<file path="src/rtl/icache_refill_pkg.sv">
// Shared constants for the instruction-cache refill path and the 8-line
// direct-mapped cache it feeds.
package icache_refill_pkg;

    typedef enum logic [1:0] {
        IDLE = 2'd0,
        REQ  = 2'd1,
        FILL = 2'd2,
        HOLD = 2'd3
    } refill_state_t;

    localparam int LINE_WORDS = 4;
    localparam int LINE_BITS  = 128;
    localparam int OFFSET_LSB = 2;
    localparam int INDEX_LSB  = 4;
    localparam int TAG_LSB    = 7;

    localparam logic [31:0] NOP_INST  = 32'h0800_0000;
    localparam logic [31:0] LINE_MASK = 32'hFFFF_FFF0;

endpackage

</file>
<file path="src/rtl/icache_refill_if.sv">
// Request/acknowledge read bus between the refill engine and instruction memory.
interface icache_refill_if;

    logic        memReq;
    logic [31:0] memAddr;
    logic        memAck;
    logic [31:0] memRdata;

    modport master (
        output memReq,
        output memAddr,
        input  memAck,
        input  memRdata
    );

    modport slave (
        input  memReq,
        input  memAddr,
        output memAck,
        output memRdata
    );

endinterface

</file>
<file path="src/rtl/icache_refill.sv">
// Fetches the 16-byte line holding a missed fetch address as four word reads
// and hands the assembled line to the cache fill port.
module icache_refill
    import icache_refill_pkg::*;
#(
    parameter int unsigned TIMEOUT = 255
) (
    input  logic                 Clk,
    input  logic                 Rst,
    input  logic                 miss,
    input  logic [31:0]          missAddr,
    icache_refill_if.master      mem,
    output logic [LINE_BITS-1:0] lineData,
    output logic [31:0]          lineAddr,
    output logic                 lineValid,
    output logic                 busy,
    output logic                 refillErr
);

    // Abort fires on the edge where the wait count would reach TIMEOUT.
    localparam logic [7:0] WAIT_LAST = 8'(TIMEOUT - 1);

    refill_state_t state, nextState;

    logic [31:0] base;
    logic [31:0] missBase;
    logic [1:0]  beat;
    logic [7:0]  waitCnt;
    logic [95:0] wordBuf;
    logic        accept;
    logic        expired;

    assign missBase = missAddr & LINE_MASK;
    assign busy     = (state != IDLE);

    always_ff @(posedge Clk) begin
        if (Rst) begin
            state <= IDLE;
        end else begin
            state <= nextState;
        end
    end

    // An ack on the timeout edge still counts as a delivered beat.
    always_comb begin
        nextState = state;
        accept    = 1'b0;
        expired   = 1'b0;
        case (state)
            IDLE: begin
                if (miss) begin
                    nextState = REQ;
                end
            end
            REQ: begin
                if (mem.memReq && mem.memAck) begin
                    accept = 1'b1;
                    if (beat == 2'd3) begin
                        nextState = FILL;
                    end
                end else if (waitCnt == WAIT_LAST) begin
                    expired   = 1'b1;
                    nextState = IDLE;
                end
            end
            FILL:    nextState = HOLD;
            HOLD:    nextState = IDLE;
            default: nextState = IDLE;
        endcase
    end

    // Words 0..2 shift into wordBuf; the last word goes straight into lineData.
    always_ff @(posedge Clk) begin
        if (Rst) begin
            mem.memReq  <= 1'b0;
            mem.memAddr <= '0;
            base        <= '0;
            beat        <= '0;
            waitCnt     <= '0;
            wordBuf     <= '0;
            lineData    <= '0;
            lineAddr    <= '0;
            lineValid   <= 1'b0;
            refillErr   <= 1'b0;
        end else begin
            lineValid <= 1'b0;
            refillErr <= 1'b0;
            if (state == IDLE && miss) begin
                base        <= missBase;
                beat        <= '0;
                waitCnt     <= '0;
                mem.memReq  <= 1'b1;
                mem.memAddr <= missBase;
            end else if (accept) begin
                waitCnt <= '0;
                if (beat == 2'd3) begin
                    mem.memReq <= 1'b0;
                    lineValid  <= 1'b1;
                    lineAddr   <= base;
                    lineData   <= {mem.memRdata, wordBuf};
                end else begin
                    beat        <= beat + 2'd1;
                    wordBuf     <= {mem.memRdata, wordBuf[95:32]};
                    mem.memAddr <= {base[31:INDEX_LSB], beat + 2'd1, 2'b00};
                end
            end else if (expired) begin
                refillErr  <= 1'b1;
                mem.memReq <= 1'b0;
            end else if (state == REQ) begin
                waitCnt <= waitCnt + 8'd1;
            end
        end
    end

endmodule

</file>
<file path="src/flat_wrapper.sv">
// flat-port wrapper written by rule: the top's interface ports become plain ports
module icache_refill_flat import icache_refill_pkg::*;
#(
    parameter int unsigned TIMEOUT = 255
)
  (Clk, Rst, miss, missAddr, lineData, lineAddr, lineValid, busy, refillErr, mem_memReq, mem_memAddr, mem_memAck, mem_memRdata);
  icache_refill_if mem_i ();
  input  logic Clk;
  input  logic Rst;
  input  logic miss;
  input  logic [31:0] missAddr;
  output logic [LINE_BITS-1:0] lineData;
  output logic [31:0] lineAddr;
  output logic lineValid;
  output logic busy;
  output logic refillErr;
  output wire logic [$bits(mem_i.memReq)-1:0] mem_memReq;
  output wire logic [$bits(mem_i.memAddr)-1:0] mem_memAddr;
  input wire logic [$bits(mem_i.memAck)-1:0] mem_memAck;
  input wire logic [$bits(mem_i.memRdata)-1:0] mem_memRdata;
  assign mem_memReq = mem_i.memReq;
  assign mem_memAddr = mem_i.memAddr;
  assign mem_i.memAck = mem_memAck;
  assign mem_i.memRdata = mem_memRdata;
  icache_refill #(.TIMEOUT(TIMEOUT)) u_core (.Clk(Clk), .Rst(Rst), .miss(miss), .missAddr(missAddr), .mem(mem_i), .lineData(lineData), .lineAddr(lineAddr), .lineValid(lineValid), .busy(busy), .refillErr(refillErr));
endmodule
</file>
<file path="config.mk">
export PLATFORM = sky130hd
export DESIGN_NAME = icache_refill_flat
export DESIGN_NICKNAME = d
export VERILOG_FILES = /design/src/rtl/icache_refill_pkg.sv /design/src/rtl/icache_refill_if.sv /design/src/rtl/icache_refill.sv /design/src/flat_wrapper.sv
export SDC_FILE = /design/constraint.sdc
export NUM_CORES = 1
export LEC_CHECK = 0
export CAP_MARGIN = 20
export CELL_PAD_IN_SITES_DETAIL_PLACEMENT = 2
export CELL_PAD_IN_SITES_GLOBAL_PLACEMENT = 2
export CORE_UTILIZATION = 31
export CTS_CLUSTER_DIAMETER = 60
export DETAILED_ROUTE_END_ITERATION = 7
export PLACE_DENSITY = 0.95
export SLEW_MARGIN = 20
export SYNTH_ARGS = -nofsm -noshare
export SYNTH_HDL_FRONTEND = slang
export SYNTH_SLANG_ARGS = --single-unit
</file>
<file path="constraint.sdc">
create_clock -name Clk -period 4.3 [get_ports Clk]
set_input_delay 0.43 -clock Clk [delete_from_list [all_inputs] [get_ports Clk]]
set_output_delay 0.43 -clock Clk [all_outputs]
set_load 0.01 [all_outputs]
</file>
==> flow_summary.toml, run 1 <==
[clock_network]
postCtsSetupBuffers = 0
clkSlewWorstSetupHoldPaths_ps = 60
cts_max_level = 2
clk_latency_ps = 530
cts_tree = "built"
cts_hold_buf = 0
ctsRootBufferMaster = "clkbuf_16"
cts.path.max_buffers = 3
clock-sinks = 323
cts_made_buffers = 39
cts_resized = 0

[setup_path]
crit_path_end_kind = "flip-flop"
cp.arrival_ps = 2970
slowest_delay_ps = 620
worstReg2RegStart = "u_core.mem.memReq"
cp.required_ps = 4710
worstSetupPathType = "in -> reg"
reg2regPathDepth = 5
slowest_stage = "and3b_4"
start_kind = "input port"
startpoint = "mem_memAck"
cp_max_fo = 30
path_cells = "clkdlybuf4s50_1 > and2_1 > and3b_4 > buf_4 > nand2_1 > a311oi_1"

[place]
gp_congestion = 0.7461
io_buffers = 253
dpl-instance-area_mm2 = 0.01428
numPlacedInstances = 2079
hpwl_um = 27130

[sta]
fmax_ghz = 0.3906
hold_ws_ps = 453.2
finalCritPeriodShare_pct = 59.54
setup_tns_ps = 0
rsz0062_at_grt = "no"
hold_viol = 0
maxSlewViolCount = 0
worst_slew_pin_slew_ps = 945.1
layout_min_cycle_time_ps = 2560
setup_violations = 0
finClkSkew_ps = 13.30
slew_headroom_pct = 36.99

[power_and_ir_drop]
irDropWorstVdd_v = 0.0003152
power_density_mw_per_mm2 = 419.7
p_leak_nw = 5.055
power.total_w = 0.006473

[logic_synthesis]
yosysWarnings = 0
synth_area_per_cell_um2 = 7.936
syn-instance-count = 1459
ys_types = 40
seq_area_frac_synth_pct = 55.85
ys_ff_latch = 323
async_flop_share_pct = 0
synth-edff-count = 0
synth.largest_area_cell = "dfxtp_1"
ys.flop_type = "dfxtp_1"
yosys.area.top_type_share_pct = 55.85
syn-cell-area_mm2 = 0.01158
yosys-top-cells-area = "dfxtp_1 56%, nand2_1 20%, a21oi_1 12%"

[route]
vias = 10970
antenna_left = 0
drt_wl_total_um = 45440
drc = 0
drt_iter0_drc = 390
wire_per_inst_um = 21.20
viasPerCell = 5.119
drt_first_pass_iters = 4

[final_layout]
instances_no_fill = 2143
fin_area_mm2 = 0.01542
area_delta_synth_final_pct = 33.21
drive_above_1_share_pct = 4.301
nNetsFinal = 1723

[grt]
grt_pass1_wl_um = 71160
grt_pass1_vias = 12340
grtUsageTotal_pct = 23.62
overflow = 0
grt_max_degree = 146
antenna_found_initial = 2

[worst_hold_path]
holdPathStages = 2
hold_class = "reg -> reg"
hold_start = "u_core.wordBuf[20]"

[job]
cap_violations = 0

[die]
die_w_um = 195.3
pin_count = 264
start_util_pct = 31.55
die-area_mm2 = 0.03813
die_y_um = 195.3
coreArea_mm2 = 0.03670
num_rows = 70

[run_status]
outcome = "completed"
Yosys cell counts, types with 4 or more instances:
master / count
nand2_1: 618
dfxtp_1: 323
a21oi_1: 285
clkbuf_1: 50
nor2_1: 35
buf_4: 33
buf_2: 30
a311oi_1: 28
nor3_1: 6
buf_1: 5
a211oi_1: 4
nand3_1: 4
metrics by stage:
step | worst slack [ps] | utilization, %
after CTS | 1740 | 42.01
final | 1740 | 42.03
after floorplan | 2787 | -
after detailed placement | 1287 | 38.91
after global placement | 1388 | 38.91
after global routing | 1630 | 42.02
path summary, 6_finish.rpt:
check	endpoint	slack, ps
setup / recovery	u_core.mem.memAddr[7]	1740
hold / removal	u_core.lineData[20]	450
setup reg to reg	u_core.mem.memAddr[7]	1780
hold reg to reg	u_core.lineData[20]	450
kinds of logic after synthesis:
| logic type | share of synthesized area (%) |
|---|---|
| xor gates and xnor gates | 0.3026 |
| muxes | 0.08645 |
| and+or+nand+nor | 22.88 |
| adders and majority gates | 0.3242 |
| other | 0.03239 |
| DFF | 55.85 |
| AOI/OAI and AO/OA | 15.12 |
| buffers and inverters | 5.414 |
per-layer routing:
metal	wire length, um	track usage (%)	share of wire (%)
met2	23080	43.04	51
met4	1264	7.728	2.8
met1	17760	25.70	39
met5	16	0	0.035
met3	3311	7.565	7.3
flip-flops by register name, indices dropped and copies added (netlist names), 8 cells and up, named ones only:
name                cells
u_core.base            28
u_core.lineAddr        28
u_core.lineData       128
u_core.mem.memAddr     30
u_core.waitCnt          8
u_core.wordBuf         96
layout by cell type, fill, tap and decap left out, drive strengths merged, types with 2 or more instances in the layout:
master and instances:
nor2 36, clkinv 5, nor3 6, nand2 618
and3b 2, xnor2 2, clkdlybuf4s50 252, conb 6
and2 3, a311oi 28, nand4 2, and3 2
xor2 2, clkbuf 54, buf 14, nand3 5
nor4 2, a21oi 285, dfxtp 323, ha 3
a211oi 4, inv 5
where the power goes:
group | internal [W] | switching, W | total, W | leakage, nW
combinational | 0.000134 | 0.000199 | 0.000332 | 1.89
clock | 0.00176 | 0.00130 | 0.00307 | 0.553
sequential | 0.00304 | 0.0000354 | 0.00307 | 2.61
cell type report:
type                    instances  area, um^2
multi-input cells            1019        4537
fillers                      4021       21270
well taps                     468       585.6
repair buffers                266        2685
clock buffers                  54        1052
inverters                       3       11.26
flip-flops and latches        323        6466
clock inverters                 9       83.83
diodes                          1       2.502
worst max-delay path, delay by kind of cell:
kind | cells | cell delay (ps)
AOI/OAI and AO/OA | 1 | 350
and+or+nand+nor | 3 | 1240
buffers and inverters | 2 | 920
Power figures use the tool's default switching activity.
==> run 2, diff against run 1 <==
CORE_UTILIZATION = 26   (was 31)
PLACE_DENSITY = 0.88   (was 0.95)
clock period = 2.3 ns   (was 4.3 ns; I/O delays follow)
==> run 2 against run 1 <==
  * Setup slack lost 1400 ps
  * Largest cell class unchanged
  * Via count fell by 1.7%
  * Critical path type is now reg -> out
  * Largest power group is now the clock network
  * Hold slack got worse by 340 ps
==> flow_summary.toml, run 2 (same netlist as run 1, synthesis figures left out) <==
[run_status]
outcome = "completed"

[clock_network]
ctsRootBufferMaster = "clkbuf_16"
clock-sinks = 323
cts_hold_buf = 0
cts_max_level = 2
clkSlewWorstSetupHoldPaths_ps = 60
clk_latency_ps = 540
cts_made_buffers = 40
cts_tree = "built"
cts_resized = 0
cts.path.max_buffers = 3
postCtsSetupBuffers = 0

[die]
die_y_um = 213.0
die_w_um = 213.0
die-area_mm2 = 0.04538
start_util_pct = 26.64
coreArea_mm2 = 0.04346
num_rows = 76
pin_count = 264

[final_layout]
ff_latch_area_mm2 = 0.006466
final_common_cell = "nand2_1"
area_delta_synth_final_pct = 38.21
reg.largest.list = "u_core.lineData: 128 flops, u_core.wordBuf: 96 flops, u_core.mem.memAddr: 30 flops"
multi_input_area_mm2 = 0.004532
largest_register_ffs = 128
largest_register = "u_core.lineData"
fillers = 4881
diodes = 0
mostFrequentLayoutCells = "617 x nand2_1, 323 x dfxtp_1, 285 x a21oi_1, 252 x clkdlybuf4s50_1, 41 x clkbuf_16"
final_core_util_pct = 36.82
drive_above_1_share_pct = 5.611
nNetsFinal = 1735
instances_no_fill = 2278

[power_and_ir_drop]
power_density_mw_per_mm2 = 805.2
power.total_w = 0.01289
clock_power_share_pct = 50.5
p_comb_share_pct = 4.9
p_sw_w = 0.002931
p_seq_share_pct = 44.6
irDropWorstVdd_v = 0.0005317
p_int_w = 0.009955
p_leak_nw = 5.268
switching_share_pct = 22.74

[place]
gp_congestion = 0.7532
numPlacedInstances = 2207
hpwl_um = 27540
io_buffers = 253

[grt]
antenna_found_initial = 0
use_met1_pct = 20.37
grt_pass1_vias = 12190
grtUsageMet3_pct = 6.001
overflow = 0
grt_pass1_wl_um = 66260
met2_usage_pct = 33.78
grtUsageTotal_pct = 18.64
grt_max_degree = 106
busiest_layer = "met2"

[route]
drc = 0
wire_per_inst_um = 18.55
viasPerCell = 4.731
drt_iter0_drc = 416
vias = 10780
antenna_left = 0
drt_first_pass_iters = 4
drt_wl_total_um = 42260

[sta]
slew_headroom_pct = 63.52
setup_violations = 0
fmax_ghz = 0.5232
setup_tns_ps = 0
finalCritPeriodShare_pct = 83.09
worst_slew_pin_slew_ps = 547.3
rsz0062_at_grt = "no"
hold_viol = 0
hold_ws_ps = 113.1
finClkSkew_ps = 15.02
maxSlewViolCount = 0
layout_min_cycle_time_ps = 1911

[setup_path]
cp_max_fo = 5
rr_endpoint = "u_core.mem.memAddr[23]"
worstReg2RegStart = "u_core.state[0]"
crit_path_end_kind = "output port"
start_kind = "flip-flop"
cp.arrival_ps = 1680
cp.required_ps = 2070
reg2regPathDepth = 6
worstSetupPathType = "reg -> out"
r2r_slack_ps = 450

[job]
cap_violations = 0

[worst_hold_path]
hold_start = "Rst"
min_to = "u_core.lineAddr[4]"
holdPathStages = 2
hold_class = "in -> reg"
## run 2: changes by cell type in the layout (fill, tap and decap cells not counted), sizes merged
cell and delta:
buf +11, bufinv +4, clkinv +3, clkbuf +1, clkinvlp -1, diode -1
inv +1
## run 2: worst max path at each step
stage,depth (start not counted),to,slack [ps]
floorplan,7,u_core.wordBuf[0],790
global placement,7,u_core.mem.memAddr[21],350
detailed placement,7,u_core.mem.memAddr[23],190
CTS,3,busy,340
global route,6,u_core.mem.memAddr[23],290
finish,3,busy,390
## run 2: power groups by stage
stage	logic, W	clock network, W	registers [W]
floorplan	0.000283	0	0.00587
global placement	0.000607	0	0.00586
detailed placement	0.000629	0	0.00587
CTS	0.000637	0.00672	0.00575
global route	0.000682	0.00696	0.00575
finish	0.000627	0.00651	0.00575
## run 2: per-stage QoR
step,setup WS [ps],instance area (um^2)
floorplan,786.5,11600
global placement,346.1,14650
detailed placement,185.9,14650
CTS,342.7,16000
global route,287.0,16000
finish,388.8,16000
## run 2: layer usage
metal / routed length [um] / vias up
li1: - / 5139
met1: 16650 / 5331
met2: 21460 / 241
met3: 3124 / 67
met4: 1019 / 0
met5: 0 / -
## run 2: worst max-delay path: stages, from the launching register on
cell and delay (ps):
dfxtp_1 420, nor2_2 90, inv_1 70, clkdlybuf4s50_1 560
## run 2: area by class of cell
type	instances	share of cell area, %
clock buffer	55	7.052
clock inverter	16	1.423
inverter	3	0.07037
multi-input combinational	1019	28.32
sequential	323	40.41
tap	585	4.574
timing repair buffer	277	18.15
